$ cat src/rtl/plants_rom_arbiter.sv
// plants_rom_arbiter: shares the plants sprite ROM among NUM_REQ sprite layers.
// Two-class round-robin grant, registered ROM address, and a tag pipeline that
// returns each read with the requester index 2+ROM_LAT cycles after the grant.
module plants_rom_arbiter #(
  parameter int NUM_REQ = 4,
  parameter int ADDR_W  = 16,
  parameter int DATA_W  = 7,
  parameter int ROM_LAT = 0,
  parameter logic [NUM_REQ-1:0] HIPRI_MASK = {{(NUM_REQ-1){1'b0}}, 1'b1},
  localparam int ID_W = $clog2(NUM_REQ)
) (
  input  logic                      vga_clk,
  input  logic                      reset_n,
  input  logic [NUM_REQ-1:0]        req,
  input  logic [NUM_REQ*ADDR_W-1:0] req_addr,
  output logic [NUM_REQ-1:0]        gnt,
  output logic [ADDR_W-1:0]         rom_addr,
  input  logic [DATA_W-1:0]         rom_q,
  output logic                      rd_valid,
  output logic [ID_W-1:0]           rd_id,
  output logic [DATA_W-1:0]         rd_data
);

  // One tag stage per cycle of ROM latency, plus the stage that lines up with
  // the registered rom_addr.
  localparam int NSTG = ROM_LAT + 1;

  logic [ID_W-1:0]            hi_ptr;
  logic [ID_W-1:0]            lo_ptr;
  logic [NUM_REQ-1:0]         hi_req;
  logic [NUM_REQ-1:0]         lo_req;
  logic [NUM_REQ-1:0]         cls_req;
  logic                       use_hi;
  logic [ID_W-1:0]            start;
  logic [ID_W-1:0]            cand_idx;
  int                         cand;
  logic                       gnt_any;
  logic [ID_W-1:0]            gnt_idx;
  logic [ID_W-1:0]            gnt_next;
  logic [NSTG-1:0]            stg_v;
  logic [NSTG-1:0][ID_W-1:0]  stg_id;

  // Pick the class (high wins if any high request), then search round-robin
  // from that class's pointer; no grant is ever issued while in reset.
  always_comb begin
    hi_req   = req & HIPRI_MASK;
    lo_req   = req & ~HIPRI_MASK;
    use_hi   = |hi_req;
    cls_req  = use_hi ? hi_req : lo_req;
    start    = use_hi ? hi_ptr : lo_ptr;
    gnt      = '0;
    gnt_any  = 1'b0;
    gnt_idx  = '0;
    cand     = 0;
    cand_idx = '0;
    for (int k = 0; k < NUM_REQ; k++) begin
      cand     = (int'(start) + k) % NUM_REQ;
      cand_idx = ID_W'(cand);
      if (!gnt_any && cls_req[cand_idx]) begin
        gnt_any = 1'b1;
        gnt_idx = cand_idx;
      end
    end
    gnt_next = ID_W'((int'(gnt_idx) + 1) % NUM_REQ);
    if (gnt_any && reset_n) gnt[gnt_idx] = 1'b1;
  end

  // Advance only the pointer of the class that won this cycle.
  always_ff @(posedge vga_clk) begin
    if (!reset_n) begin
      hi_ptr <= '0;
      lo_ptr <= '0;
    end else if (gnt_any) begin
      if (use_hi) hi_ptr <= gnt_next;
      else        lo_ptr <= gnt_next;
    end
  end

  // Launch the granted address to the ROM; hold it when idle.
  always_ff @(posedge vga_clk) begin
    if (!reset_n) rom_addr <= '0;
    else if (gnt_any) rom_addr <= req_addr[gnt_idx*ADDR_W +: ADDR_W];
  end

  // Tag pipeline: bubbles enter when there is no grant, reset drops everything in flight.
  always_ff @(posedge vga_clk) begin
    if (!reset_n) begin
      stg_v  <= '0;
      stg_id <= '0;
    end else begin
      stg_v[0]  <= gnt_any;
      stg_id[0] <= gnt_idx;
      for (int s = 1; s < NSTG; s++) begin
        stg_v[s]  <= stg_v[s-1];
        stg_id[s] <= stg_id[s-1];
      end
    end
  end

  // Capture ROM data when the tag reaches the last stage; id/data hold otherwise.
  always_ff @(posedge vga_clk) begin
    if (!reset_n) begin
      rd_valid <= 1'b0;
      rd_id    <= '0;
      rd_data  <= '0;
    end else begin
      rd_valid <= stg_v[NSTG-1];
      if (stg_v[NSTG-1]) begin
        rd_id   <= stg_id[NSTG-1];
        rd_data <= rom_q;
      end
    end
  end

endmodule

$ cat config.mk
export PLATFORM = sky130hd
export DESIGN_NAME = plants_rom_arbiter
export DESIGN_NICKNAME = d
export VERILOG_FILES = /design/src/rtl/plants_rom_arbiter.sv
export SDC_FILE = /design/constraint.sdc
export NUM_CORES = 1
export LEC_CHECK = 0
export ABC_AREA = 1
export CAP_MARGIN = 20
export CORE_ASPECT_RATIO = 0.75
export CORE_UTILIZATION = 36
export CTS_CLUSTER_DIAMETER = 60
export DETAILED_ROUTE_END_ITERATION = 6
export MAX_ROUTING_LAYER = met4
export PLACE_DENSITY = 0.77
export SLEW_MARGIN = 20
export SYNTH_ARGS = -nofsm -noshare
export SYNTH_HDL_FRONTEND = slang
export SYNTH_SLANG_ARGS = --single-unit
$ cat constraint.sdc
create_clock -name vga_clk -period 2.4 [get_ports vga_clk]
set_clock_uncertainty 0.1 [all_clocks]
set_input_delay 0.48 -clock vga_clk [delete_from_list [all_inputs] [get_ports vga_clk]]
set_output_delay 0.48 -clock vga_clk [all_outputs]
set_load 0.1 [all_outputs]
; Yosys cells after proc, flatten, opt, wreduce, memory -nomap -nowiden
; Index checks and enable logic that the tools add are counted.
[op_classes]
add_sub_neg = 4
order_cmp = 6
shift = 1
n_mux = 21
bitwise_logic = 1
n_reduce_logical = 10
[ops]
columns = operator, count
row1 = 64-bit by 7-bit indexed part select with 16-bit output, 1
row2 = 2-bit by 3-bit less-than comparator with 1-bit output (second input constant), 5
row3 = 2-bit 2-to-1 mux, 5
row4 = 1-bit 2-to-1 mux, 9
row5 = 1-bit binary-select mux with 2-bit select, 4
row6 = 4-bit 2-to-1 mux, 2
row7 = 1-bit logical AND, 5
row8 = 2-bit by 1-bit adder with 2-bit output (second input constant), 2
row9 = 2-bit adder (second input constant), 2
row10 = 2-bit AND reduction, 2
row11 = 1-bit zero test, 3
row12 = 1-bit demux with 2-bit select, 1
row13 = 2-bit by 1-bit greater-or-equal comparator with 1-bit output (second input constant), 1
row14 = 1-bit NOT, 1
[word_totals]
regBits = 33
input_bits = 77
output_inout_bits = 30

; Logic depth before layout (Yosys ltp)
; Gate-level depths: netlist (run 1).
[depth]
depth_word = 18
depth_mapped = 18

; Worst setup path before layout (run 1)
; No wires, ideal clock.
[synth_timing]
kind = input to output
startpoint = input port req[0]
endpoint = output port gnt[2]
t_arrival_ns = 3.766
slack_ns = -1.946
path_stages = 13
path_cell_list = buf_6 nand2_4 inv_2 nor2_4 nand2_1 nand3_1 nand2_2 nand3_1 nand2_1 nor2_4 nand2_4 buf_2 nor3_1
[synth_between]
elab_chain_cells = 18
elab_cells_between_ends = 34
classes_between = 3 x add/sub / 2 x order compare / 21 x mux / 8 x reduce/logical
[synth_lines]
columns = item, line
row1 = "start, declared", 14  ; input logic [NUM_REQ-1:0] req,
row2 = "parallel branches: the longest is 17 deep, another holds 2-bit by 1-bit adder with 2-bit output", -
row3 = 4-bit 2-to-1 mux *, 65  ; if (gnt_any && reset_n) gnt[gnt_idx] = 1'b1;
row4 = "end, declared", 16  ; output logic [NUM_REQ-1:0] gnt,
; Every way passes the cells marked *. The select of a mux whose other input is x is not followed.

; Worst setup path after layout (run 1)
[layout_timing]
startpoint = register lo_ptr[0]
endpoint = output port gnt[3]
[layout_between]
elab_chain_cells = 18
elab_cells_between_ends = 33
classes_between = 3 x add/sub / 2 x order compare / 20 x mux / 8 x reduce/logical
[layout_lines]
columns = item, line
row1 = "start, declared", 29  ; logic [ID_W-1:0] lo_ptr;
row2 = "start signal, assigned", 75  ; else lo_ptr <= gnt_next;
row3 = 2-bit 2-to-1 mux *, 50  ; start = use_hi ? hi_ptr : lo_ptr;
row4 = "parallel branches: the longest is 16 deep, another holds 2-bit by 3-bit less-than comparator with 1-bit output", -
row5 = 4-bit 2-to-1 mux *, 65
; Marked as above.

==> insert_results.sql, run 1 <==
INSERT INTO impl_metrics (metric_group, metric, value, unit) VALUES
('cts', 'cts_made_buffers', '5', ''),
('finish', 'ant_diodes', '0', ''),
('synthesis', 'postSynthRegisterBits', '33', ''),
('finish', 'fillers', '470', ''),
('detailed_routing', 'vias_per_cell', '4.85', ''),
('worst_setup_path', 'timing.rr.start', 'lo_ptr[0]', ''),
('global_route', 'grt_first_pass_wirelength', '11.1', 'mm'),
('timing', 'slew_headroom', '78.6', '%'),
('pwr', 'p_total', '2.96', 'mW'),
('placed_design', 'place_worst_setup_slack', '-0.789', 'ns'),
('placed_design', 'gp_congestion', '0.896', ''),
('detailed_routing', 'drt_pre_antenna_iters', '4', ''),
('cts', 'clockBufferDepth', '2', ''),
('detailed_routing', 'via_count', '2622', ''),
('pwr', 'power.static_leakage', '1.74', 'nW'),
('outcome', 'failed_checks', 'negative setup slack', ''),
('synthesis', 'post_synthesis_sequential_area_ratio', '31.6', '%'),
('synthesis', 'yosysUniqueCellTypes', '28', ''),
('worst_hold_path', 'hold_start', 'stg_id[0]', ''),
('synthesis', 'synth_area', '2090', 'µm²'),
('worst_setup_path', 'worst-setup-path-type', 'flip-flop to output pin', ''),
('worst_setup_path', 'path_buf_inv', '3', ''),
('floorplanning', 'die_height', '68.0', 'µm'),
('finish', 'final_cell_area', '3800', 'µm²'),
('timing', 'setup_ws', '-0.273', 'ns'),
('pwr', 'max-vdd-ir-drop', '0.453', 'mV'),
('floorplanning', 'placementRows', '23', ''),
('floorplanning', 'fp.dieW', '89.9', 'µm'),
('worst_hold_path', 'hold_class', 'flip-flop to flip-flop', ''),
('finish', 'fin_util', '69.6', '%'),
('timing', 'setup_violations', '4', ''),
('placed_design', 'dpl_cell_area', '3460', 'µm²'),
('global_route', 'overflow', '0', ''),
('placed_design', 'detailedPlacementHpwl', '5.27', 'mm'),
('synthesis', 'syn-instance-count', '325', ''),
('synthesis', 'yosysWarningCount', '0', ''),
('worst_setup_path', 'crit_chain', 'buf_6, nand2_2, nand2_4, nand2_4, nand3_4, nand2_4, nor2_4, buf_6, nand4_1, nand2_2, nand2_2, nor2_4, buf_12', ''),
('cts', 'clk-insertion-delay-late', '0.28', 'ns'),
('finish', 'areaGrowthSynthToFinish', '82.1', '%'),
('global_route', 'grt_start_max_net_pins', '32', ''),
('worst_setup_path', 'cpMaxStageDelayCell', 'sky130_fd_sc_hd__dfxtp_4', ''),
('timing', 'finalCriticalPeriod', '2.67', 'ns'),
('run', 'cap_violations', '0', ''),
('finish', 'number_of_nets_in_the_final_layout', '542', ''),
('floorplanning', 'initial_core_util', '38.2', '%'),
('global_route', 'grt_pass1_vias', '2352', ''),
('timing', 'finalCritPeriodShare', '111', '%'),
('worst_setup_path', 'worst_path_largest_cell_delay', '0.39', 'ns'),
('worst_setup_path', 'worstSetupStartpoint', 'lo_ptr[0]', ''),
('detailed_routing', 'detail_route.wl_per_cell', '13.2', 'µm'),
('global_route', 'grt_antenna_before_repair', '0', ''),
('cts', 'tritoncts', 'built', ''),
('timing', 'hold_violations', '0', ''),
('detailed_routing', 'drt.antenna.violating_nets', '0', ''),
('worst_setup_path', 'crit_path_start_kind', 'flip-flop', ''),
('synthesis', 'syn_area_per_cell', '6.43', 'µm²'),
('detailed_routing', 'drcViolationCount', '0', ''),
('placed_design', 'placement.io_buffers', '106', ''),
('synthesis', 'mappedNetlistNets', '402', ''),
('floorplanning', 'core_region_area', '5470', 'µm²'),
('outcome', 'run_status', 'finished, violations left', ''),
('cts', 'worst_setup_hold_path_clk_slew', '0.07', 'ns'),
('global_route', 'grt_use_total', '23.5', '%'),
('worst_setup_path', 'timing.critical_path.arrival', '2.09', 'ns'),
('detailed_routing', 'drt_iter0_drc', '98', ''),
('cts', 'cts_root_buf', 'sky130_fd_sc_hd__clkbuf_8', ''),
('floorplanning', 'num_io_pins', '107', ''),
('floorplanning', 'die_area', '6110', 'µm²'),
('finish', 'layout-drive-gt1-share', '33.0', '%'),
('pwr', 'power_density', '778', 'nW/µm²'),
('timing', 'worst-slew-pin-transition', '0.321', 'ns'),
('cts', 'cts_num_sinks', '33', ''),
('cts', 'clock_tree.htree_level_count', '2', ''),
('worst_setup_path', 'top_family_by_delay_on_critical_path', 'simple AND/OR/NAND/NOR gates', ''),
('cts', 'cts_hold_repair.buffers', '0', ''),
('worst_setup_path', 'critPathCaptureType', 'output pin', ''),
('timing', 'timing.final.max_slew_violations', '0', ''),
('timing', 'max_clock_freq', '0.374', 'GHz'),
('detailed_routing', 'postRouteWirelength', '7.15', 'mm'),
('timing', 'rsz0062_at_grt', 'yes', ''),
('worst_setup_path', 'path_max_fanout', '4', ''),
('worst_setup_path', 'critPathRequiredTime', '1.82', 'ns');
## report_power, final
group,switching (mW),internal [mW]
Combinational,1.25,0.605
Clock,0.200,0.201
Sequential,0.0578,0.644
## layer usage
metal | up-vias | GRT usage (%) | wire, µm
met5 | - | - | 0
met4 | 0 | 3.83 | 55
met3 | 8 | 4.22 | 410
met2 | 103 | 38.8 | 3350
met1 | 1167 | 30.9 | 3330
li1 | 1344 | - | -
## placed cells by master (no fill, tap or decap), types with 2 or more instances in the layout
cell	instances
sky130_fd_sc_hd__clkdlybuf4s50_1	72
sky130_fd_sc_hd__buf_4	62
sky130_fd_sc_hd__nand3_1	57
sky130_fd_sc_hd__nor2_1	56
sky130_fd_sc_hd__nand2_1	47
sky130_fd_sc_hd__dfxtp_1	30
sky130_fd_sc_hd__o21ai_0	26
sky130_fd_sc_hd__nand2_2	24
sky130_fd_sc_hd__nand2_4	12
sky130_fd_sc_hd__inv_1	10
sky130_fd_sc_hd__nor2_4	9
sky130_fd_sc_hd__buf_6	6
sky130_fd_sc_hd__inv_4	5
sky130_fd_sc_hd__nand3_2	5
sky130_fd_sc_hd__clkbuf_8	5
sky130_fd_sc_hd__a21oi_1	4
sky130_fd_sc_hd__buf_12	4
sky130_fd_sc_hd__nand3_4	3
sky130_fd_sc_hd__nand4_1	3
sky130_fd_sc_hd__dlygate4sd2_1	3
sky130_fd_sc_hd__nand2_8	2
sky130_fd_sc_hd__inv_2	2
sky130_fd_sc_hd__nor3_4	2
sky130_fd_sc_hd__clkinv_2	2
sky130_fd_sc_hd__dfxtp_4	2
## cell usage after synthesis, drive strengths merged
cell type  count  share of area (%)
a21oi          5                1.2
o21ai         28                7.2
nand3         65                 16
nor2          66                 14
nand2         85                 19
nand4          4                1.5
nor3           3               0.72
buf           12                4.2
dfxtp         33                 32
clkbuf         4               0.72
clkinv         1               0.18
a211oi         1               0.36
inv           18                3.6
## metrics by stage
stage,hold WS [ns],cells,setup TNS (ns)
floorplan,0.331,325,-1.98
global placement,0.341,522,-13.64
detailed placement,0.344,522,-15.87
CTS,0.361,541,-0.937
global route,0.394,541,-2.41
finish,0.357,541,-0.992
## state kept, by name (all words and copies together) (netlist names)
name,cells
rom_addr,16
rd_data,7
hi_ptr,2
lo_ptr,2
rd_id,2
stg_id,2
rd_valid,1
stg_v,1
## layout make-up
class | instances | area, µm² | area share, %
tap | 75 | 93.8 | 2.47
clock inverter | 2 | 10.0 | 0.263
timing repair buffer | 148 | 1380 | 36.2
multi-input combinational | 257 | 1480 | 39.0
timing repair inverter | 1 | 6.26 | 0.164
inverter | 19 | 92.6 | 2.43
sequential | 33 | 669 | 17.6
clock buffer | 6 | 72.6 | 1.91
## worst reg2reg max path, cell delays in order (launching register included)
cell	delay [ns]
sky130_fd_sc_hd__dfxtp_4	0.39
sky130_fd_sc_hd__buf_6	0.12
sky130_fd_sc_hd__nand2_2	0.07
sky130_fd_sc_hd__nand2_4	0.10
sky130_fd_sc_hd__nand2_4	0.07
sky130_fd_sc_hd__nand3_4	0.10
sky130_fd_sc_hd__nand2_4	0.06
sky130_fd_sc_hd__nor2_4	0.14
sky130_fd_sc_hd__buf_6	0.14
sky130_fd_sc_hd__nand4_1	0.11
sky130_fd_sc_hd__nand2_2	0.14
sky130_fd_sc_hd__buf_4	0.26
sky130_fd_sc_hd__inv_4	0.15
sky130_fd_sc_hd__nand3_1	0.09
sky130_fd_sc_hd__nand3_1	0.08
sky130_fd_sc_hd__nor2_1	0.09
sky130_fd_sc_hd__nor2_1	0.04
## cell families (layout without fill, tap and decap cells)
logic type | Yosys count | in the layout | share of synthesized area (%)
AO/OA/AOI/OAI | 34 | 34 | 8.81
buffers and inverters | 35 | 176 | 8.69
AND/OR/NAND/NOR | 223 | 223 | 50.9
flip-flops | 33 | 33 | 31.6
## path summary, 6_finish.rpt
| kind | end | cells after the start | slack, ns |
|---|---|---|---|
| setup / recovery | gnt[3] | 13 | -0.27 |
| setup reg to reg | rom_addr[2] | 16 | 0.06 |
| hold / removal | rd_id[0] | 2 | 0.36 |
| hold reg to reg | rd_id[0] | 2 | 0.36 |
## timing repair
item	in CTS	in global routing
gates cloned	1	0
setup endpoints to repair	23	21
resized for setup	30	28
pin swaps	19	21
setup buffers	10	2
Note: power is estimated with default switching activity, not from simulation.
==> run 2: changes to the inputs <==
CORE_ASPECT_RATIO = 2   (was 0.75)
==> insert_results.sql, run 2 (synthesized netlist as in run 1, its figures left out) <==
INSERT INTO impl_metrics (metric_group, metric, value, unit) VALUES
('worst_setup_path', 'worst_setup_slack_for_register_to_register_paths', '0', 'ns'),
('worst_setup_path', 'path_max_fanout', '4', ''),
('worst_setup_path', 'crit_path_start_kind', 'primary input', ''),
('detailed_routing', 'drcViolationCount', '0', ''),
('cts', 'tritoncts', 'built', ''),
('floorplanning', 'num_io_pins', '107', ''),
('cts', 'clk-insertion-delay-late', '0.28', 'ns'),
('global_route', 'overflow', '0', ''),
('run', 'cap_violations', '0', ''),
('placed_design', 'gp_congestion', '0.865', ''),
('floorplanning', 'die_area', '6130', 'µm²'),
('floorplanning', 'initial_core_util', '37.9', '%'),
('global_route', 'top_usage_layer', 'met2', ''),
('detailed_routing', 'postRouteWirelength', '8.21', 'mm'),
('detailed_routing', 'drt_iter0_drc', '177', ''),
('floorplanning', 'die_height', '110', 'µm'),
('worst_setup_path', 'timing.critical_path.arrival', '2.17', 'ns'),
('finish', 'ant_diodes', '0', ''),
('placed_design', 'placement.io_buffers', '106', ''),
('global_route', 'grt_use_total', '27.0', '%'),
('floorplanning', 'core_region_area', '5520', 'µm²'),
('worst_setup_path', 'reg2reg_to', 'rom_addr[1]', ''),
('timing', 'max_clock_freq', '0.364', 'GHz'),
('worst_setup_path', 'timing.rr.start', 'lo_ptr[0]', ''),
('outcome', 'run_status', 'finished, violations left', ''),
('global_route', 'grt_pass1_vias', '2702', ''),
('worst_hold_path', 'timing.hold.worst_path_depth', '2', ''),
('timing', 'setup_ws', '-0.347', 'ns'),
('finish', 'commonest_non_fill_non_tap_cell_in_the_layout', 'sky130_fd_sc_hd__clkdlybuf4s50_1', ''),
('timing', 'timing.final.max_slew_violations', '0', ''),
('global_route', 'met1_usage', '26.3', '%'),
('finish', 'areaGrowthSynthToFinish', '85.8', '%'),
('worst_setup_path', 'ff2ff_path_depth', '15', ''),
('cts', 'cts_root_buf', 'sky130_fd_sc_hd__clkbuf_8', ''),
('pwr', 'p_total', '3.03', 'mW'),
('worst_setup_path', 'critPathCaptureType', 'output pin', ''),
('global_route', 'grt_first_pass_wirelength', '12.7', 'mm'),
('timing', 'finalCriticalPeriod', '2.75', 'ns'),
('detailed_routing', 'drt.antenna.violating_nets', '0', ''),
('timing', 'tns', '-1.30', 'ns'),
('finish', 'number_of_nets_in_the_final_layout', '542', ''),
('floorplanning', 'fp.dieW', '55.9', 'µm'),
('cts', 'worst_setup_hold_path_clk_slew', '0.07', 'ns'),
('timing', 'setup_violations', '6', ''),
('global_route', 'met2_usage', '52.8', '%'),
('outcome', 'failed_checks', 'negative setup slack', ''),
('finish', 'fin_cells', '526', ''),
('detailed_routing', 'vias_per_cell', '5.11', ''),
('finish', 'fillers', '459', ''),
('finish', 'layout-drive-gt1-share', '32.8', '%'),
('pwr', 'max-vdd-ir-drop', '0.683', 'mV'),
('timing', 'hold_slack', '0.357', 'ns'),
('finish', 'largest_reg_flops', '16', ''),
('cts', 'cts_made_buffers', '5', ''),
('timing', 'slew_headroom', '76.7', '%'),
('worst_hold_path', 'hold_class', 'flip-flop to flip-flop', ''),
('finish', 'reg_top3', 'rom_addr: 16 flops, rd_data: 7 flops', ''),
('timing', 'hold_violations', '0', ''),
('timing', 'finalCritPeriodShare', '114', '%'),
('placed_design', 'place_worst_setup_slack', '-0.785', 'ns'),
('pwr', 'power_density', '781', 'nW/µm²'),
('global_route', 'grt_util_met3', '2.71', '%'),
('detailed_routing', 'detail_route.wl_per_cell', '15.6', 'µm'),
('cts', 'cts_num_sinks', '33', ''),
('timing', 'rsz0062_at_grt', 'yes', ''),
('floorplanning', 'placementRows', '38', ''),
('worst_setup_path', 'worst-setup-path-type', 'primary input to output pin', ''),
('worst_hold_path', 'hold_start', 'stg_id[0]', ''),
('detailed_routing', 'via_count', '2689', ''),
('cts', 'clockBufferDepth', '2', ''),
('finish', 'largest-register', 'rom_addr', ''),
('worst_hold_path', 'endpoint_of_the_worst_hold_timing_path', 'rd_id[0]', ''),
('global_route', 'grt_start_max_net_pins', '32', ''),
('detailed_routing', 'drt_pre_antenna_iters', '4', ''),
('global_route', 'grt_antenna_before_repair', '0', ''),
('pwr', 'power.static_leakage', '1.78', 'nW'),
('finish', 'final_cell_mix', 'sky130_fd_sc_hd__clkdlybuf4s50_1 (72), sky130_fd_sc_hd__nand3_1 (58), sky130_fd_sc_hd__nor2_1 (55), sky130_fd_sc_hd__buf_4 (53), sky130_fd_sc_hd__nand2_1 (48)', ''),
('cts', 'clock_tree.htree_level_count', '2', ''),
('placed_design', 'detailedPlacementHpwl', '5.63', 'mm'),
('placed_design', 'placed_cells_incl_taps', '504', ''),
('timing', 'worst-slew-pin-transition', '0.349', 'ns'),
('worst_setup_path', 'critPathRequiredTime', '1.82', 'ns');
==> run 2: cell types whose count changed in the layout (fill, tap and decap cells not counted), sizes merged <==
cell,change
buf,-1
bufbuf,+1
clkbuf,+1
dlygate4sd2,-1
==> run 2: repair_timing <==
| action | in CTS | in global routing |
|---|---|---|
| setup buffers | 10 | 4 |
| hold buffers | 0 | 0 |
| endpoints found under the setup margin | 22 | 20 |
| pin swaps | 24 | 15 |
| gates resized for setup | 39 | 27 |
| cloned | 2 | 0 |
==> run 2: per-layer routing <==
| layer | wire length [µm] | up-vias | share of wire (%) |
|---|---|---|---|
| met2 | 4720 | 99 | 57 |
| li1 | - | 1338 | - |
| met5 | 0 | - | 0 |
| met4 | 331 | 0 | 4.0 |
| met3 | 314 | 25 | 3.8 |
| met1 | 2850 | 1227 | 35 |
==> run 2: final cells by class <==
cell class / instances / area [µm²] / share of cell area, %
Multi-Input combinational cell: 257 / 1480 / 38.1
Timing Repair Buffer: 148 / 1480 / 38.1
Sequential cell: 33 / 666 / 17.2
Inverter: 19 / 92.6 / 2.39
Tap cell: 60 / 75.1 / 1.93
Clock buffer: 6 / 72.6 / 1.87
Clock inverter: 2 / 10.0 / 0.258
Timing Repair inverter: 1 / 6.26 / 0.161
==> run 2: critical path, stage by stage <==
cell and delay (ns):
sky130_fd_sc_hd__buf_8 0.10, sky130_fd_sc_hd__bufbuf_16 0.26, sky130_fd_sc_hd__nor2_4 0.09, sky130_fd_sc_hd__nand2_1 0.08, sky130_fd_sc_hd__nand2_2 0.09, sky130_fd_sc_hd__nand3_1 0.12
sky130_fd_sc_hd__nand2_2 0.13, sky130_fd_sc_hd__buf_4 0.13, sky130_fd_sc_hd__nand4_4 0.14, sky130_fd_sc_hd__nand2_4 0.14, sky130_fd_sc_hd__nand2_1 0.10, sky130_fd_sc_hd__nor2_4 0.11
sky130_fd_sc_hd__buf_12 0.18
==> run 2: worst max path at each step <==
| stage | from | end | slack (ns) | depth (start not counted) |
|---|---|---|---|---|
| final | req[0] | gnt[3] | -0.35 | 13 |
| after global routing | req[0] | gnt[2] | -0.41 | 15 |
| after CTS | req[0] | gnt[2] | -0.29 | 15 |
| after detailed placement | req[0] | gnt[1] | -0.78 | 15 |
| after global placement | req[0] | gnt[1] | -0.71 | 15 |
| after floorplan | req[0] | gnt[1] | -0.58 | 12 |
==> run 2: report_power, final <==
part           leakage, nW  total (mW)  switching (mW)  internal, mW
Clock               0.0450       0.408           0.207         0.201
Combinational         1.46        1.92            1.29         0.638
Sequential           0.275       0.698          0.0540         0.644
Total                 1.78        3.03            1.55          1.48
==> run 2: stage by stage <==
stage                     utilization, %  cell area (µm²)
after CTS                           67.8             3740
after detailed placement            62.3             3430
final                               70.3             3880
after global placement              62.3             3430
after global routing                70.3             3880
after floorplan                        -             2210
==> run 3: changes to the inputs <==
GPL_TIMING_DRIVEN = 0   (was unset)
REMOVE_ABC_BUFFERS = 1   (was unset)
==> insert_results.sql, run 3 (synthesized netlist as in run 1, its figures left out) <==
INSERT INTO impl_metrics (metric_group, metric, value, unit) VALUES
('outcome', 'run_status', 'finished, violations left', ''),
('outcome', 'failed_checks', 'negative setup slack', ''),
('placed_design', 'gp_congestion', '0.923', ''),
('finish', 'largest_reg_flops', '16', ''),
('worst_setup_path', 'timing.rr.start', 'lo_ptr[0]', ''),
('finish', 'reg_top3', 'rom_addr: 16 flops, rd_data: 7 flops', ''),
('global_route', 'grt_use_total', '26.8', '%'),
('finish', 'number_of_nets_in_the_final_layout', '526', ''),
('global_route', 'grt_start_max_net_pins', '29', ''),
('run', 'cap_violations', '0', ''),
('cts', 'cts_hold_repair.buffers', '0', ''),
('pwr', 'power_density', '833', 'nW/µm²'),
('cts', 'tritoncts', 'built', ''),
('pwr', 'seqPwrFrac', '22.6', '%'),
('placed_design', 'detailedPlacementHpwl', '5.01', 'mm'),
('pwr', 'power.static_leakage', '1.63', 'nW'),
('detailed_routing', 'drt.antenna.violating_nets', '0', ''),
('cts', 'cts_num_sinks', '33', ''),
('pwr', 'cell_internal_power', '1.56', 'mW'),
('floorplanning', 'initial_core_util', '37.9', '%'),
('finish', 'commonest_non_fill_non_tap_cell_in_the_layout', 'sky130_fd_sc_hd__clkdlybuf4s50_1', ''),
('worst_hold_path', 'timing.hold.worst_path_depth', '2', ''),
('timing', 'slew_headroom', '31.6', '%'),
('detailed_routing', 'drcViolationCount', '0', ''),
('timing', 'finalCriticalPeriod', '2.72', 'ns'),
('timing', 'rsz0062_at_grt', 'yes', ''),
('global_route', 'grt_pass1_vias', '2644', ''),
('worst_setup_path', 'path_max_fanout', '11', ''),
('worst_hold_path', 'endpoint_of_the_worst_hold_timing_path', 'hi_ptr[1]', ''),
('worst_hold_path', 'hold_start', 'req[0]', ''),
('detailed_routing', 'drt_iter0_drc', '95', ''),
('pwr', 'clockPowerShare', '17.3', '%'),
('floorplanning', 'fp.dieW', '55.9', 'µm'),
('cts', 'cts_made_buffers', '5', ''),
('timing', 'worst-slew-pin-transition', '1.02', 'ns'),
('placed_design', 'place_worst_setup_slack', '-2.47', 'ns'),
('cts', 'clock_tree.htree_level_count', '2', ''),
('floorplanning', 'die_height', '110', 'µm'),
('global_route', 'grt_first_pass_wirelength', '12.3', 'mm'),
('floorplanning', 'core_region_area', '5520', 'µm²'),
('pwr', 'power.switching_fraction', '49.6', '%'),
('global_route', 'overflow', '0', ''),
('worst_hold_path', 'hold_class', 'primary input to flip-flop', ''),
('timing', 'setup_violations', '4', ''),
('worst_setup_path', 'worst_setup_slack_for_register_to_register_paths', '0.13', 'ns'),
('finish', 'fillers', '470', ''),
('worst_setup_path', 'ff2ff_path_depth', '16', ''),
('detailed_routing', 'vias_per_cell', '5.28', ''),
('finish', 'ant_diodes', '0', ''),
('finish', 'layout-drive-gt1-share', '25.1', '%'),
('worst_setup_path', 'crit_path_start_kind', 'primary input', ''),
('floorplanning', 'num_io_pins', '107', ''),
('worst_setup_path', 'reg2reg_to', 'rom_addr[1]', ''),
('pwr', 'max-vdd-ir-drop', '0.726', 'mV'),
('detailed_routing', 'postRouteWirelength', '8.04', 'mm'),
('pwr', 'power.net_switching', '1.53', 'mW'),
('timing', 'timing.final.max_slew_violations', '0', ''),
('detailed_routing', 'via_count', '2692', ''),
('finish', 'areaGrowthSynthToFinish', '77.6', '%'),
('floorplanning', 'placementRows', '38', ''),
('worst_setup_path', 'critPathCaptureType', 'output pin', ''),
('worst_setup_path', 'timing.critical_path.arrival', '2.14', 'ns'),
('timing', 'setup_ws', '-0.316', 'ns'),
('worst_setup_path', 'critPathRequiredTime', '1.82', 'ns'),
('finish', 'final_cell_mix', 'sky130_fd_sc_hd__clkdlybuf4s50_1 (97), sky130_fd_sc_hd__nand3_1 (61), sky130_fd_sc_hd__nor2_1 (54), sky130_fd_sc_hd__nand2_1 (50), sky130_fd_sc_hd__dfxtp_1 (29)', ''),
('detailed_routing', 'drt_pre_antenna_iters', '4', ''),
('detailed_routing', 'detail_route.wl_per_cell', '15.8', 'µm'),
('finish', 'largest-register', 'rom_addr', ''),
('worst_setup_path', 'worst-setup-path-type', 'primary input to output pin', ''),
('cts', 'worst_setup_hold_path_clk_slew', '0.07', 'ns'),
('pwr', 'p_total', '3.09', 'mW'),
('pwr', 'power.combinational.fraction', '60.1', '%'),
('cts', 'clk-insertion-delay-late', '0.28', 'ns'),
('floorplanning', 'die_area', '6130', 'µm²'),
('cts', 'clockBufferDepth', '2', ''),
('timing', 'finalCritPeriodShare', '113', '%'),
('global_route', 'grt_antenna_before_repair', '0', ''),
('cts', 'cts_root_buf', 'sky130_fd_sc_hd__clkbuf_8', ''),
('timing', 'max_clock_freq', '0.368', 'GHz'),
('timing', 'hold_violations', '0', ''),
('placed_design', 'placement.io_buffers', '106', '');
[run 3: how the worst max path moves through the flow]
stage	startpoint	depth (start not counted)	end	slack [ns]
floorplan	req[0]	9	gnt[1]	-1.79
global placement	req[0]	12	gnt[1]	-2.39
detailed placement	req[0]	12	gnt[1]	-2.47
CTS	lo_ptr[0]	14	gnt[0]	-0.27
global route	req[0]	14	gnt[2]	-0.39
finish	req[0]	14	gnt[2]	-0.32
[run 3: area by class of cell]
class	instances	area, µm²	share of cell area (%)
flip-flops and latches	33	668	18.0
inverters	19	93.8	2.53
clock buffers	7	86.3	2.33
repair inverters	2	10.0	0.270
repair buffers	128	1310	35.4
clock inverters	1	30.0	0.810
well taps	60	75.1	2.02
multi-input cells	260	1430	38.6
[run 3: repair_timing]
item	in CTS	in global routing
setup buffers	20	2
gates cloned	5	0
endpoints found under the setup margin	25	20
pin swaps	22	15
hold endpoints to repair	0	0
resized for setup	101	23
[run 3: metrics by stage]
step           hold WS [ns]  utilization (%)  area [µm²]  setup TNS (ns)  instances
5_1_grt               0.336             67.2        3710           -1.48        510
3_3_place_gp          0.338             56.6        3120          -33.83        475
6_report              0.329             67.2        3710           -1.17        510
4_1_cts               0.322             65.7        3620           -1.20        508
2_1_floorplan         0.331                -        1990           -5.07        309
3_5_place_dp          0.354             56.6        3120          -35.99        475
[run 3: critical path, cell delays in order]
cell and delay, ns:
sky130_fd_sc_hd__buf_12 0.13, sky130_fd_sc_hd__inv_6 0.08, sky130_fd_sc_hd__nand2_2 0.06, sky130_fd_sc_hd__nand2_4 0.13, sky130_fd_sc_hd__buf_6 0.12, sky130_fd_sc_hd__nand2_2 0.08
sky130_fd_sc_hd__o21ai_4 0.10, sky130_fd_sc_hd__inv_2 0.08, sky130_fd_sc_hd__nand2_2 0.09, sky130_fd_sc_hd__nor2_4 0.06, sky130_fd_sc_hd__nor2_4 0.18, sky130_fd_sc_hd__inv_4 0.09
sky130_fd_sc_hd__nor3_4 0.24, sky130_fd_sc_hd__buf_12 0.21
[run 3: power groups by stage]
| stage | combinational [mW] | sequential [mW] | clock [mW] |
|---|---|---|---|
| finish | 1.86 | 0.698 | 0.534 |
| global route | 1.95 | 0.711 | 0.564 |
| CTS | 1.80 | 0.695 | 0.546 |
| detailed placement | 1.58 | 0.703 | 0 |
| global placement | 1.56 | 0.699 | 0 |
| floorplan | 0.550 | 1.27 | 0 |
[run 3: layer usage]
| metal | wire length [µm] | GRT usage (%) | up-vias |
|---|---|---|---|
| met1 | 2880 | 25.0 | 1258 |
| met4 | 283 | 14.5 | 0 |
| met3 | 316 | 2.00 | 20 |
| met5 | 0 | - | - |
| met2 | 4560 | 53.3 | 102 |
| li1 | - | - | 1312 |
